--- src/rtl/md5_resp_tx.sv ---
// rtl/md5_resp_tx.sv - frames one md5 core result (sync, status, payload, xor checksum) into the UART transmitter
module md5_resp_tx #(
  parameter int          DATA_BYTES = 16,
  parameter logic [7:0]  SYNC_BYTE  = 8'h7E
) (
  input  logic                    clk,
  input  logic                    reset_n,
  input  logic                    res_valid,
  output logic                    res_ready,
  input  logic                    res_match,
  input  logic [8*DATA_BYTES-1:0] res_data,
  output logic                    tx_start,
  output logic [7:0]              tx_data,
  input  logic                    tx_busy,
  output logic                    frame_busy,
  output logic [15:0]             frame_count
);

  localparam int PW = 8 * DATA_BYTES;
  localparam int IW = $clog2(DATA_BYTES + 3);
  localparam logic [IW-1:0] LAST_IDX = IW'(DATA_BYTES + 2);

  localparam logic [1:0] S_IDLE = 2'd0;
  localparam logic [1:0] S_LOAD = 2'd1;
  localparam logic [1:0] S_HOLD = 2'd2;
  localparam logic [1:0] S_WAIT = 2'd3;

  logic [1:0]    state;
  logic [IW-1:0] idx;
  logic [PW-1:0] payload;
  logic          match_q;
  logic [7:0]    chk;
  logic [7:0]    cur_byte;

  // Payload is shifted left after each payload byte, so the next one is always at the top.
  always_comb begin
    cur_byte = chk;
    if (idx == IW'(0))
      cur_byte = SYNC_BYTE;
    else if (idx == IW'(1))
      cur_byte = {7'b0, match_q};
    else if (idx != LAST_IDX)
      cur_byte = payload[PW-1 -: 8];
  end

  assign res_ready  = (state == S_IDLE);
  assign frame_busy = (state != S_IDLE);

  always_ff @(posedge clk or negedge reset_n) begin
    if (!reset_n) begin
      state       <= S_IDLE;
      idx         <= '0;
      payload     <= '0;
      match_q     <= 1'b0;
      chk         <= 8'h00;
      tx_start    <= 1'b0;
      tx_data     <= 8'h00;
      frame_count <= 16'h0000;
    end else begin
      tx_start <= 1'b0;
      case (state)
        S_IDLE: begin
          if (res_valid) begin
            payload <= res_data;
            match_q <= res_match;
            idx     <= '0;
            chk     <= 8'h00;
            state   <= S_LOAD;
          end
        end
        S_LOAD: begin
          if (!tx_busy) begin
            tx_start <= 1'b1;
            tx_data  <= cur_byte;
            // SYNC and the checksum byte itself stay out of the running checksum.
            if (idx != IW'(0) && idx != LAST_IDX)
              chk <= chk ^ cur_byte;
            if (idx >= IW'(2) && idx != LAST_IDX)
              payload <= payload << 8;
            state <= S_HOLD;
          end
        end
        // The transmitter raises busy only one cycle after start, so skip one cycle before watching it.
        S_HOLD: state <= S_WAIT;
        S_WAIT: begin
          if (!tx_busy) begin
            if (idx == LAST_IDX) begin
              frame_count <= frame_count + 16'd1;
              state       <= S_IDLE;
            end else begin
              idx   <= idx + IW'(1);
              state <= S_LOAD;
            end
          end
        end
        default: state <= S_IDLE;
      endcase
    end
  end

endmodule
--- config.mk ---
export PLATFORM = sky130hd
export DESIGN_NAME = md5_resp_tx
export DESIGN_NICKNAME = d
export VERILOG_FILES = /design/src/rtl/md5_resp_tx.sv
export SDC_FILE = /design/constraint.sdc
export NUM_CORES = 1
export LEC_CHECK = 0
export ABC_AREA = 0
export BUFFER_PORTS_ARGS = -buffer_cell sky130_fd_sc_hd__buf_2
export CORE_MARGIN = 2
export CORE_UTILIZATION = 45
export DETAILED_ROUTE_END_ITERATION = 8
export GPL_TIMING_DRIVEN = 0
export PLACE_DENSITY = 0.65
export SLEW_MARGIN = 10
export SYNTH_ARGS = -nofsm -noshare
export SYNTH_HDL_FRONTEND = slang
export SYNTH_SLANG_ARGS = --single-unit
export TNS_END_PERCENT = 10
--- constraint.sdc ---
create_clock -name clk -period 5.19 [get_ports clk]
set_input_delay 0.519 -clock clk [delete_from_list [all_inputs] [get_ports clk]]
set_output_delay 0.519 -clock clk [all_outputs]
set_load 0.03 [all_outputs]
# Word-level counts from Yosys, hierarchy flattened
# Index checks and enable logic that the tools add are counted.
[classes]
n_addsub = 2
order_cmp = 1
eq_ne = 12
n_mux = 22
bitwise = 2
reduce_logical = 15
[op_table]
columns = ["op", "n"]
rows = [
  ["128-bit two-way mux", 3],
  ["128-bit case mux with 2 select lines", 1],
  ["8-bit two-way mux", 6],
  ["16-bit by 1-bit adder with 16-bit output, second input constant", 1],
  ["8-bit case mux with 2 select lines", 1],
  ["5-bit two-way mux", 3],
  ["2-bit != test, second input constant", 6],
  ["4-bit AND reduction", 3],
  ["5-bit case mux with 2 select lines", 1],
  ["2-bit case mux with 4 select lines", 1],
  ["8-bit bitwise XOR", 1],
  ["2-bit two-way mux", 3],
  ["3-bit AND reduction", 2],
  ["2-bit nonzero test", 3],
  ["5-bit by 1-bit adder with 5-bit output, second input constant", 1],
  ["5-bit by 1-bit == test with 1-bit output, second input constant", 1],
  ["5-bit == test, second input constant", 1],
  ["5-bit by 2-bit greater-or-equal comparator with 1-bit output, second input constant", 1],
  ["5-bit logical NOT", 1],
  ["5-bit != test, second input constant", 1],
  ["5-bit nonzero test", 1],
  ["2-bit == test, second input constant", 2],
  ["2-bit AND reduction", 2],
  ["1-bit two-way mux", 3],
  ["other kinds (4)", 5],
]
[totals]
ff_bits = 169
inputBits = 133
word_cells = 62

# Depth between registers and ports, before layout
# Gate-level depths: netlist (run 1).
[logic_depth]
word_depth = 8
depth_mapped = 9

# Worst setup path before layout (run 1)
# OpenSTA, ideal clock, no wires.
[synth_path]
path_kind = "reg2reg"
from = "register state[0]"
to = "register payload[100]"
arrival_ps = 2028
t_required_ps = 5065
slack_ps = 3037
stages_incl_launch_ff = 10
synth_period_minus_slack_ps = 2153
cell_sequence = "dfrtp_1 inv_1 ha_1 nand2b_1 buf_2 nand3_1 o21bai_2 buf_4 buf_6 mux2_2"
[synth_between]
elab_chain_len = 3
[synth_lines]
columns = ["item", "line", "source"]
rows = [
  ["start, declared", "28", "logic [1:0] state;"],
  ["start signal, assigned", "51", "state <= S_IDLE;"],
  ["start signal, assigned", "68", "state <= S_LOAD;"],
  ["start signal, assigned", "80", "state <= S_HOLD;"],
  ["2-bit logical NOT *", "n/a", ""],
  ["named net res_ready", "9", "output logic res_ready,"],
  ["2-bit != test (no source line) / 2-bit nonzero test (equally long branches)", "n/a", ""],
  ["4-bit AND reduction (no source line)", "n/a", ""],
  ["end signal, assigned", "64", "payload <= res_data;"],
  ["end signal, assigned", "79", "payload <= payload << 8;"],
  ["end, declared", "30", "logic [PW-1:0] payload;"],
]
# Mark *: on every way through the listed nets, which the timed path passes. The rest lies on a longest branch.
# A chain may end at the register's enable or synchronous reset.

# Final worst setup path (run 1)
[layout_path]
from = "register state[1]"
to = "register payload[10]"
[layout_between]
elab_chain_len = 3
[layout_lines]
columns = ["item", "line", "source"]
rows = [
  ["2-bit by 1-bit == test with 1-bit output / 2-bit logical NOT (equally long branches)", "61", "case (state)"],
  ["2-bit != test (no source line) / 2-bit nonzero test (equally long branches)", "n/a", ""],
  ["4-bit AND reduction (no source line)", "n/a", ""],
]
# Parallel ways exist; a longest one is shown, timed or not.

==> reports/metrics.yaml, run 1 <==
sta:
  max_slew_margin_pct: 55.94
  finalSetupViolations: 0
  fin_tns_setup_ps: 0
  post-route-period-util_pct: 51.44
  timing.fmax_mhz: 374.6
  fin_skew_ps: 8.645
  worstMarginPinSlew_ps: 660.9
  min_period_ps: 2669
  rsz0062_at_grt: "no"
  slew_violations: 0
  final_hold_viol_count: 0
global_routing:
  grt_pass1_wl_mm: 31.19
  grt_use_total_pct: 19.58
  grt_overflow: 0
  antenna_found_initial: 3
  grt_max_degree: 88
  grt_pass1_vias: 6006
cts:
  ctsHtreeMaxLevel: 4
  numCtsBuffers: 17
  cts_resized: 0
  hold_buffers: 0
  ctsLongestPathBuffers: 2
  cts_root_buffer: "clkbuf_16"
  cts_setup_buffers: 0
  clk_pin_slew_worst_paths_ps: 60
  clock_sinks: 169
  cts_tree: "built"
  insertion_delay_ps: 420
logic_synthesis:
  synth_area_um2: 8578
  async_reset_ff_share_pct: 100.0
  yosysTopAreaCell: "dfrtp_1"
  ys_seq_area_share_pct: 49.30
  synth_edf_count: 0
  synth_area_leaders: "dfrtp_1 (49%), mux2_2 (32%), buf_6 (1.7%), mux2_1 (1.4%), ha_1 (1.3%)"
  synthCells: 643
  syn_nets: 785
  synth_seq_cells: 169
  ys_warn_count: 0
  post-synth-top-area-fraction_pct: 49.30
  synth-main-ff-cell: "dfrtp_1"
  ys_types: 49
  synth_area_per_cell_um2: 13.34
power_and_ir_drop:
  ir_drop_mv: 0.3264
  p_leak_nw: 4.696
  total_power_mw: 6.849
  powerDensity_nw_per_um2: 664.2
cells_and_area:
  postLayoutCellArea_um2: 10310
  n_fill_cell: 1622
  area_growth_pct: 20.22
  drive_gt1_share_pct: 55.81
  nNetsFinal: 964
placement:
  routabilityCongestion: 0.7992
  dpl-instance-area_um2: 9704
  dp_hpwl_mm: 14.09
  io_buffers: 159
detailed_routing:
  viasPerCell: 5.313
  drtIter0Drc: 208
  dr_total_vias: 5690
  wl_per_cell_um: 17.66
  ant_nets: 0
  first_pass_iters: 4
  drc: 0
  wl_mm: 18.91
floorplan:
  fp.coreArea_um2: 18710
  row_count: 50
  dieHeight_um: 142.1
  io_pins: 160
  die_w_um: 142.1
  start_util_pct: 45.86
  die_area_um2: 20180
critical_path:
  r2r_setup_slack_ps: 2520
  cp-end-kind: "flip-flop"
  crit_type: "flip-flop to flip-flop"
  required_ps: 5500
  cp-start-kind: "flip-flop"
  arrival_ps: 2980
  path_max_fanout: 10
flow_run:
  max_cap_violations: 0
hold_path:
  hold_path.class: "input port to async pin"
run_status:
  outcome: "finished, final reports clean"
==> cell type report <==
class	count	area, um^2	share of cell area [%]
Sequential cell	169	4229	41.01
Multi-Input combinational cell	422	4035	39.13
Timing Repair Buffer	160	833.3	8.081
Clock buffer	20	466.7	4.526
Tap cell	234	292.8	2.839
Buffer	45	287.8	2.791
Clock inverter	12	136.4	1.322
Inverter	7	26.28	0.2548
Antenna cell	2	5.005	0.04853
==> flip-flops by register name, summed over array words and instances, names as in the netlist <==
name and count:
tx_data 8, tx_start 1, chk 8, frame_count 16, payload 128, match_q 1
state 2, idx 5
==> cells in the final DEF (no fill, tap or decap), types with 5 or more instances in the layout <==
cell type and count:
a21oi_1 13, a31oi_1 8, and3_1 7, buf_2 166, buf_6 13, clkbuf_1 21, clkbuf_16 17, dfrtp_1 169
ha_1 9, inv_1 7, mux2_1 11, mux2_2 244, mux2i_1 8, nand2_1 14, nand3_1 12, nand4_1 9
nor2_1 6, nor2b_1 9, o21ai_0 13, or3_1 5, xnor2_1 10, xor2_1 6
==> path summary, 6_finish.rpt <==
| path | start | endpoint | depth (start not counted) |
|---|---|---|---|
| hold reg to reg | frame_count[15] | frame_count[15] | 1 |
| setup reg to reg | state[1] | payload[10] | 7 |
| max in group asynchronous | reset_n | payload[101] | 2 |
| min in group clk | res_match | match_q | 2 |
| hold / removal | reset_n | frame_count[14] | 1 |
| setup / recovery | state[1] | payload[10] | 7 |
==> worst max-delay path: stages, from the launching register on <==
cell	delay, ps
dfrtp_1	420
inv_1	120
ha_1	140
buf_2	200
clkbuf_1	490
clkbuf_1	520
mux2_2	410
mux2_2	260
==> report_power, final <==
group | switching [mW] | total, mW | internal, mW | leakage [nW]
sequential | 0.329 | 2.28 | 1.95 | 2.06
clock | 0.544 | 1.30 | 0.752 | 0.289
combinational | 1.42 | 3.27 | 1.85 | 2.34
==> stage by stage <==
| stage | hold WS, ps | worst slack, ps | utilization, % | cells |
|---|---|---|---|---|
| floorplan | 223.4 | 3038 | - | 643 |
| global placement | 456.1 | 1046 | 51.68 | 1036 |
| detailed placement | 458.5 | 2492 | 51.88 | 1037 |
| CTS | 107.6 | 2474 | 55.10 | 1069 |
| global route | 122.0 | 2309 | 55.12 | 1070 |
| finish | 66.34 | 2521 | 55.13 | 1071 |
==> cell usage after synthesis, types with 2 or more instances <==
master     instances
nor2_1             6
buf_6             13
dfrtp_1          169
nor2b_1            9
clkbuf_1          21
nand3_1           12
a31oi_1            8
mux2_2           244
a22o_1             2
xnor2_1           10
a21o_1             3
a21oi_1           13
inv_1              7
nand2_1           14
nand2b_1           3
nand4_1            9
mux2_1            11
mux2i_1            8
xor2_1             6
nor3_1             3
o21ai_0           13
buf_4              3
and4_1             2
or3_1              5
ha_1               9
and3_1             7
o21bai_1           3
buf_2              8
o2111ai_1          2
==> routing by layer <==
layer	GRT usage (%)	part of all wire [%]
met1	25.43	45
met2	32.16	48
met3	5.081	5.6
met4	6.158	1.4
met5	0	0.069
==> cells by family (layout without fill, tap and decap cells) <==
logic type	after synthesis	in the layout	synth area share, %
xor gates and xnor gates	16	16	1.634
and+or+nand+nor	78	78	5.353
DFF	169	169	49.30
AOI/OAI and AO/OA	56	56	4.332
buffers and inverters	52	244	3.661
muxes	263	263	34.41
other	0	2	0
adders and majority gates	9	9	1.313
(Power assumes the default switching activity.)
==> run 2: changes to the inputs <==
- ABC_AREA: 0 -> 1
- clock period: 5.19 -> 2.5 ns (I/O delays scaled with it)
==> run 2 against run 1 <==
Setup slack worse by 2300 ps. Count of clock-buffer cells in the layout up 1. Utilization down 0.055 points. Clock skew up 4.8 ps. Combinational power up 95%. Area after synthesis up 3.8%. Routed wire length up 21%. Largest power group unchanged. Highest routed layer is now met4.
==> reports/metrics.yaml, run 2 <==
logic_synthesis:
  synth-main-ff-cell: "dfrtp_1"
  syn_nets: 1395  # +78%
  ys_warn_count: 0  # unchanged
  synth_area_um2: 8901  # +3.8%
  synth_seq_cells: 169  # unchanged
  synth_edf_count: 0  # unchanged
  synth_area_per_cell_um2: 7.104  # -47%
  yosysTopAreaCell: "dfrtp_1"
  ys_top_cells_by_count: "nand2_1 (701), dfrtp_1 (169), nand3_1 (149)"
  synthCells: 1253  # +95%
  async_reset_ff_share_pct: 100.0  # unchanged
  synth_area_leaders: "dfrtp_1 (48%), nand2_1 (30%), nand3_1 (8.4%), buf_2 (1.8%), inv_1 (1.6%)"
  ys_types: 27  # -45%
  ys_seq_area_share_pct: 47.51  # -1.8 points
  yosys.cell_count.top_type: "nand2_1"
  post-synth-top-area-fraction_pct: 47.51  # -1.8 points
sta:
  fin_skew_ps: 13.49  # +4.842 ps
  fin_tns_setup_ps: 0  # unchanged
  worstMarginPinSlew_ps: 653.6  # -7.339 ps
  rsz0062_at_grt: "no"
  final_hold_viol_count: 0  # unchanged
  fin_ws_ps: 172.0  # -2349 ps
  timing.fmax_mhz: 429.6  # +15%
  slew_violations: 0  # unchanged
  max_slew_margin_pct: 56.43  # +0.49 points
  holdWs_ps: 62.45  # -3.886 ps
  post-route-period-util_pct: 93.12  # +42 points
  min_period_ps: 2328  # -341.5 ps
  finalSetupViolations: 0  # unchanged
hold_path:
  hold_path.class: "input port to flip-flop"
  min_from: "res_match"
cells_and_area:
  final_common_cell: "nand2_1"
  top_register: "payload"
  final_cell_mix: "nand2_1 (701), buf_2 (190), dfrtp_1 (169), nand3_1 (149), inv_1 (38)"
  drive_gt1_share_pct: 17.22  # -39 points
  layout.cells.non_filler: 1712  # +60%
  reg_top3: "payload (128), frame_count (16)"
  post-route-util_pct: 55.08  # about the same
  nNetsFinal: 1575  # +63%
  largest_reg_flops: 128  # unchanged
  area_growth_pct: 20.42
power_and_ir_drop:
  ir_drop_mv: 0.5300  # +62%
  powerDensity_nw_per_um2: 1279  # +93%
  p_leak_nw: 6.079  # +29%
global_routing:
  grt_use_total_pct: 22.73  # +3.2 points
  grt_max_degree: 100  # +14%
  grt_pass1_wl_mm: 37.12  # +19%
  grt_overflow: 0  # unchanged
  antenna_found_initial: 1  # -2
  grt_pass1_vias: 7790  # +30%
critical_path:
  cp-end-kind: "flip-flop"
  crit_start: "state[0]"
  required_ps: 2860  # -2640 ps
  path_max_fanout: 10  # unchanged
  reg2reg_from: "state[0]"
  arrival_ps: 2690  # -290 ps
  cp_cell_sequence: "ha_1 > buf_2 > nand2_1 > inv_1 > a21oi_2 > clkbuf_1 > buf_2 > nand3_1 > nand2_1"
  crit_type: "flip-flop to flip-flop"
  cp-start-kind: "flip-flop"
  crit_path_top_delay_cell: "clkbuf_1"
  critical-path-max-stage-delay_ps: 490  # -30 ps
placement:
  dp_cells: 1678  # +62%
  routabilityCongestion: 0.8438  # +5.6%
  dp_hpwl_mm: 16.65  # +18%
  pre_cts_slack_ps: -73.16  # -2565 ps
  io_buffers: 159  # unchanged
cts:
  numCtsBuffers: 17  # unchanged
  clk_pin_slew_worst_paths_ps: 60  # about the same
  cts_tree: "built"
  insertion_delay_ps: 430  # about the same
  ctsLongestPathBuffers: 2  # unchanged
  clock_sinks: 169  # unchanged
  ctsHtreeMaxLevel: 4  # unchanged
  cts_setup_buffers: 0  # unchanged
  cts_root_buffer: "clkbuf_16"
detailed_routing:
  first_pass_iters: 5  # +1
  drtIter0Drc: 490  # +140%
  wl_mm: 22.83  # +21%
  drc: 0  # unchanged
  wl_per_cell_um: 13.33  # -24%
  dr_total_vias: 8322  # +46%
  ant_nets: 0  # unchanged
  viasPerCell: 4.861  # -8.5%
floorplan:
  io_pins: 160  # unchanged
  fp.coreArea_um2: 19460  # +4.0%
  die_area_um2: 20920  # +3.7%
  row_count: 51  # +2.0%
  dieHeight_um: 144.6  # +1.8%
  die_w_um: 144.6  # +1.8%
  start_util_pct: 45.73  # -0.13 points
flow_run:
  max_cap_violations: 0  # unchanged
run_status:
  outcome: "finished, final reports clean"
[run 2: cell count changes in the layout (fill, tap and decap cells not counted), sizes merged, moves of 5 or more]
cell    change
or3         -5
inv        +30
nand3     +139
a21oi       -6
nor2b       -9
buf        +25
o21ai      +11
clkbuf      +7
mux2i       -8
and3        -7
nor2       +27
nand2     +690
mux2      -255
[run 2: logic make-up after synthesis]
logic type | after synthesis | synth area share (%)
buffers and inverters | 116 | 6.227
flip-flops | 169 | 47.51
adder cells (fa/ha/maj) | 9 | 1.265
XOR/XNOR | 14 | 1.378
AO/OA/AOI/OAI | 39 | 2.404
AND/OR/NAND/NOR | 906 | 41.21
[run 2: worst max-delay path, delay by kind of cell, from the launching register on]
kind	cells	cell delay, ps
AOI/OAI and AO/OA	1	300
DFF	1	420
adders and majority gates	1	210
and+or+nand+nor	3	280
buffers and inverters	4	1050
[run 2: repair_timing]
item	CTS	global route
endpoints found under the setup margin	40	0
hold endpoints to repair	70	0
hold buffers	1	0
gates resized for setup	1	0
[run 2: per-layer routing]
layer | wire, um | GRT usage, %
met2 | 11030 | 37.94
met4 | 353 | 6.030
met1 | 10400 | 30.42
met3 | 1043 | 4.371
met5 | 0 | 0
[run 2: final cells by class]
class,instances,area (um^2)
fill,1938,8743
sequential,169,4229
multi-input combinational,968,4118
timing repair buffer,161,843.3
clock buffer,21,470.5
buffer,76,405.4
tap,265,331.6
clock inverter,11,168.9
inverter,40,150.1
antenna,1,2.502
[run 2: where the power goes]
group	switching, mW	leakage (nW)	internal, mW
clock network	1.10	0.301	1.75
registers	0.602	2.13	3.89
logic	4.30	3.65	2.07
[run 2: per-stage QoR]
stage / power (mW) / area [um^2]
after floorplan: 9.153 / 8901
after global placement: 10.78 / 10030
after detailed placement: 10.93 / 10070
after CTS: 13.82 / 10720
after global routing: 14.98 / 10720
final: 13.71 / 10720
[run 2: path summary, 6_finish.rpt]
kind,to,slack [ps],cells past startpoint
max in group asynchronous,payload[70],1260,3
max reg2reg,payload[69],170,9
min reg2reg,payload[119],470,2
min,match_q,60,3
min in group asynchronous,chk[5],360,2
max,payload[69],170,9
==> run 3: changes to the inputs <==
- HOLD_SLACK_MARGIN: default -> 0.1
==> run 3 against run 2 <==
Clock power is essentially flat. Total power is essentially flat. Global-route usage is the same. First-iteration DRC count shrank 4.5%. Utilization grew 0.10 points. Cell area grew 0.19%. Sequential share of layout area shrank 0.073 points. Clock skew is essentially flat.
==> reports/metrics.yaml, run 3 (same netlist as run 2, synthesis figures left out) <==
sta:
  min_period_ps: 2317  # -11.31 ps
  worstMarginPinSlew_ps: 648.7  # -4.862 ps
  holdWs_ps: 110.9  # +48.46 ps
  finalSetupViolations: 0  # unchanged
  slew_violations: 0  # unchanged
  final_hold_viol_count: 0  # unchanged
  timing.fmax_mhz: 431.6  # +0.49%
  max_slew_margin_pct: 56.75  # +0.32 points
  post-route-period-util_pct: 92.67  # -0.45 points
  fin_skew_ps: 13.60  # +0.1131 ps
  rsz0062_at_grt: "no"
  fin_ws_ps: 183.3  # +11.31 ps
detailed_routing:
  wl_per_cell_um: 13.32  # -0.12%
  ant_nets: 0  # unchanged
  first_pass_iters: 5  # unchanged
  wl_mm: 22.83  # unchanged
  drc: 0  # unchanged
  dr_total_vias: 8328  # +0.072%
  drtIter0Drc: 468  # -4.5%
  viasPerCell: 4.859  # about the same
cts:
  clk_pin_slew_worst_paths_ps: 60  # about the same
  ctsHtreeMaxLevel: 4  # unchanged
  cts_tree: "built"
  cts_root_buffer: "clkbuf_16"
  insertion_delay_ps: 430  # about the same
  clock_sinks: 169  # unchanged
  numCtsBuffers: 17  # unchanged
  ctsLongestPathBuffers: 2  # unchanged
  cts_setup_buffers: 0  # unchanged
placement:
  io_buffers: 159  # unchanged
  pre_cts_slack_ps: -73.16  # unchanged
  dp_hpwl_mm: 16.65  # unchanged
  routabilityCongestion: 0.8438  # unchanged
  dpl-instance-area_um2: 10070  # unchanged
  dp_cells: 1678  # unchanged
critical_path:
  r2r_setup_slack_ps: 180  # about the same
  required_ps: 2860  # about the same
  cp-start-kind: "flip-flop"
  critical-path-max-stage-delay_ps: 480  # about the same
  cp-end-kind: "flip-flop"
  path_max_fanout: 10  # unchanged
  arrival_ps: 2680  # about the same
  worstPathBufferInverterCount: 4  # unchanged
  cp_cell_sequence: "ha_1 > buf_2 > nand2_1 > inv_1 > a21oi_2 > clkbuf_1 > buf_2 > nand3_1 > nand2_1"
  crit_type: "flip-flop to flip-flop"
  crit_path_top_delay_cell: "clkbuf_1"
  crit_family: "buffers and inverters"
floorplan:
  die_area_um2: 20920  # unchanged
  dieHeight_um: 144.6  # unchanged
  die_w_um: 144.6  # unchanged
  io_pins: 160  # unchanged
  fp.coreArea_um2: 19460  # unchanged
  row_count: 51  # unchanged
  start_util_pct: 45.73  # unchanged
cells_and_area:
  multi_input_area_um2: 4118  # unchanged
  area_growth_pct: 20.65
  final_cell_mix: "nand2_1 (701), buf_2 (190), dfrtp_1 (169), nand3_1 (149), inv_1 (38)"
  n_fill_cell: 1933  # -0.26%
  largest_reg_flops: 128  # unchanged
  top_register: "payload"
  ff_latch_area_um2: 4229  # unchanged
  drive_gt1_share_pct: 17.20  # -0.024 points
  reg_top3: "payload (128), frame_count (16)"
  nNetsFinal: 1577  # +0.13%
  final_common_cell: "nand2_1"
  layout.cells.non_filler: 1714  # +0.12%
  postLayoutCellArea_um2: 10740  # +0.19%
power_and_ir_drop:
  p_leak_nw: 6.085  # about the same
  seqPwrFrac_pct: 32.7  # about the same
  switchingPower_mw: 6.005  # +0.15%
  total_power_mw: 13.72  # about the same
  switching_share_pct: 43.76  # about the same
  ir_drop_mv: 0.5290  # -0.18%
  power.share.clock_pct: 20.8  # about the same
  comb_power_share_pct: 46.5  # about the same
  p_int_mw: 7.717  # about the same
  powerDensity_nw_per_um2: 1278  # about the same
flow_run:
  max_cap_violations: 0  # unchanged
global_routing:
  grt_max_degree: 100  # unchanged
  grt_pass1_wl_mm: 37.12  # unchanged
  grt_overflow: 0  # unchanged
  antenna_found_initial: 1  # unchanged
  grt_pass1_vias: 7790  # unchanged
  grt_use_total_pct: 22.73  # unchanged
run_status:
  outcome: "finished, final reports clean"
hold_path:
  hold_path.class: "input port to flip-flop"
==> run 3: cell count changes in the layout (fill, tap and decap cells not counted), sizes merged <==
cell,before,now
dlygate4sd3,1,3
==> run 3: through the flow <==
| stage | setup TNS, ps | util, % |
|---|---|---|
| 6_report | 0 | 55.18 |
| 5_1_grt | 0 | 55.18 |
| 4_1_cts | 0 | 55.17 |
| 3_5_place_dp | -574.4 | 51.72 |
| 3_3_place_gp | -263390 | 51.53 |
| 2_1_floorplan | 0 | - |
==> run 3: worst paths after layout <==
path | startpoint | to | cells past startpoint
hold reg to reg | payload[119] | payload[119] | 2
min in group asynchronous | reset_n | chk[5] | 2
setup reg to reg | state[0] | payload[69] | 9
max in group asynchronous | reset_n | payload[70] | 3
hold / removal | res_data[3] | payload[3] | 3
setup / recovery | state[0] | payload[69] | 9
==> run 3: routing by layer <==
layer | part of all wire, % | up-vias | global-route usage (%)
met3 | 4.2 | 29 | 4.371
met5 | 0 | - | 0
met4 | 1.8 | 0 | 6.030
li1 | - | 4282 | -
met1 | 46 | 3814 | 30.42
met2 | 48 | 203 | 37.94
==> run 3: what timing repair did <==
action                     CTS  global route
hold buffers                 3             0
resized for setup            1             0
hold endpoints to repair    71             0
setup endpoints to repair   40             0
==> run 3: tightest hold or removal path: cells and delay by family <==
family / cells / cell delay, ps
AO/OA/AOI/OAI: 1 / 70
buffers and inverters: 1 / 110
AND/OR/NAND/NOR: 1 / 60
==> run 3: area by class of cell <==
cell class	count	area share (%)
Multi-Input combinational cell	968	38.34
Clock inverter	11	1.573
Tap cell	265	3.088
Buffer	76	3.775
Inverter	40	1.398
Clock buffer	21	4.381
Timing Repair Buffer	163	8.039
Sequential cell	169	39.38
Antenna cell	1	0.02330
==> run 3: power groups by stage <==
stage / Sequential (mW) / Clock [mW] / Combinational (mW)
2_1_floorplan: 4.50 / 0 / 4.65
3_5_place_dp: 4.51 / 0 / 6.41
6_report: 4.49 / 2.85 / 6.38
4_1_cts: 4.49 / 2.90 / 6.45
3_3_place_gp: 4.49 / 0 / 6.29
5_1_grt: 4.62 / 3.03 / 7.33
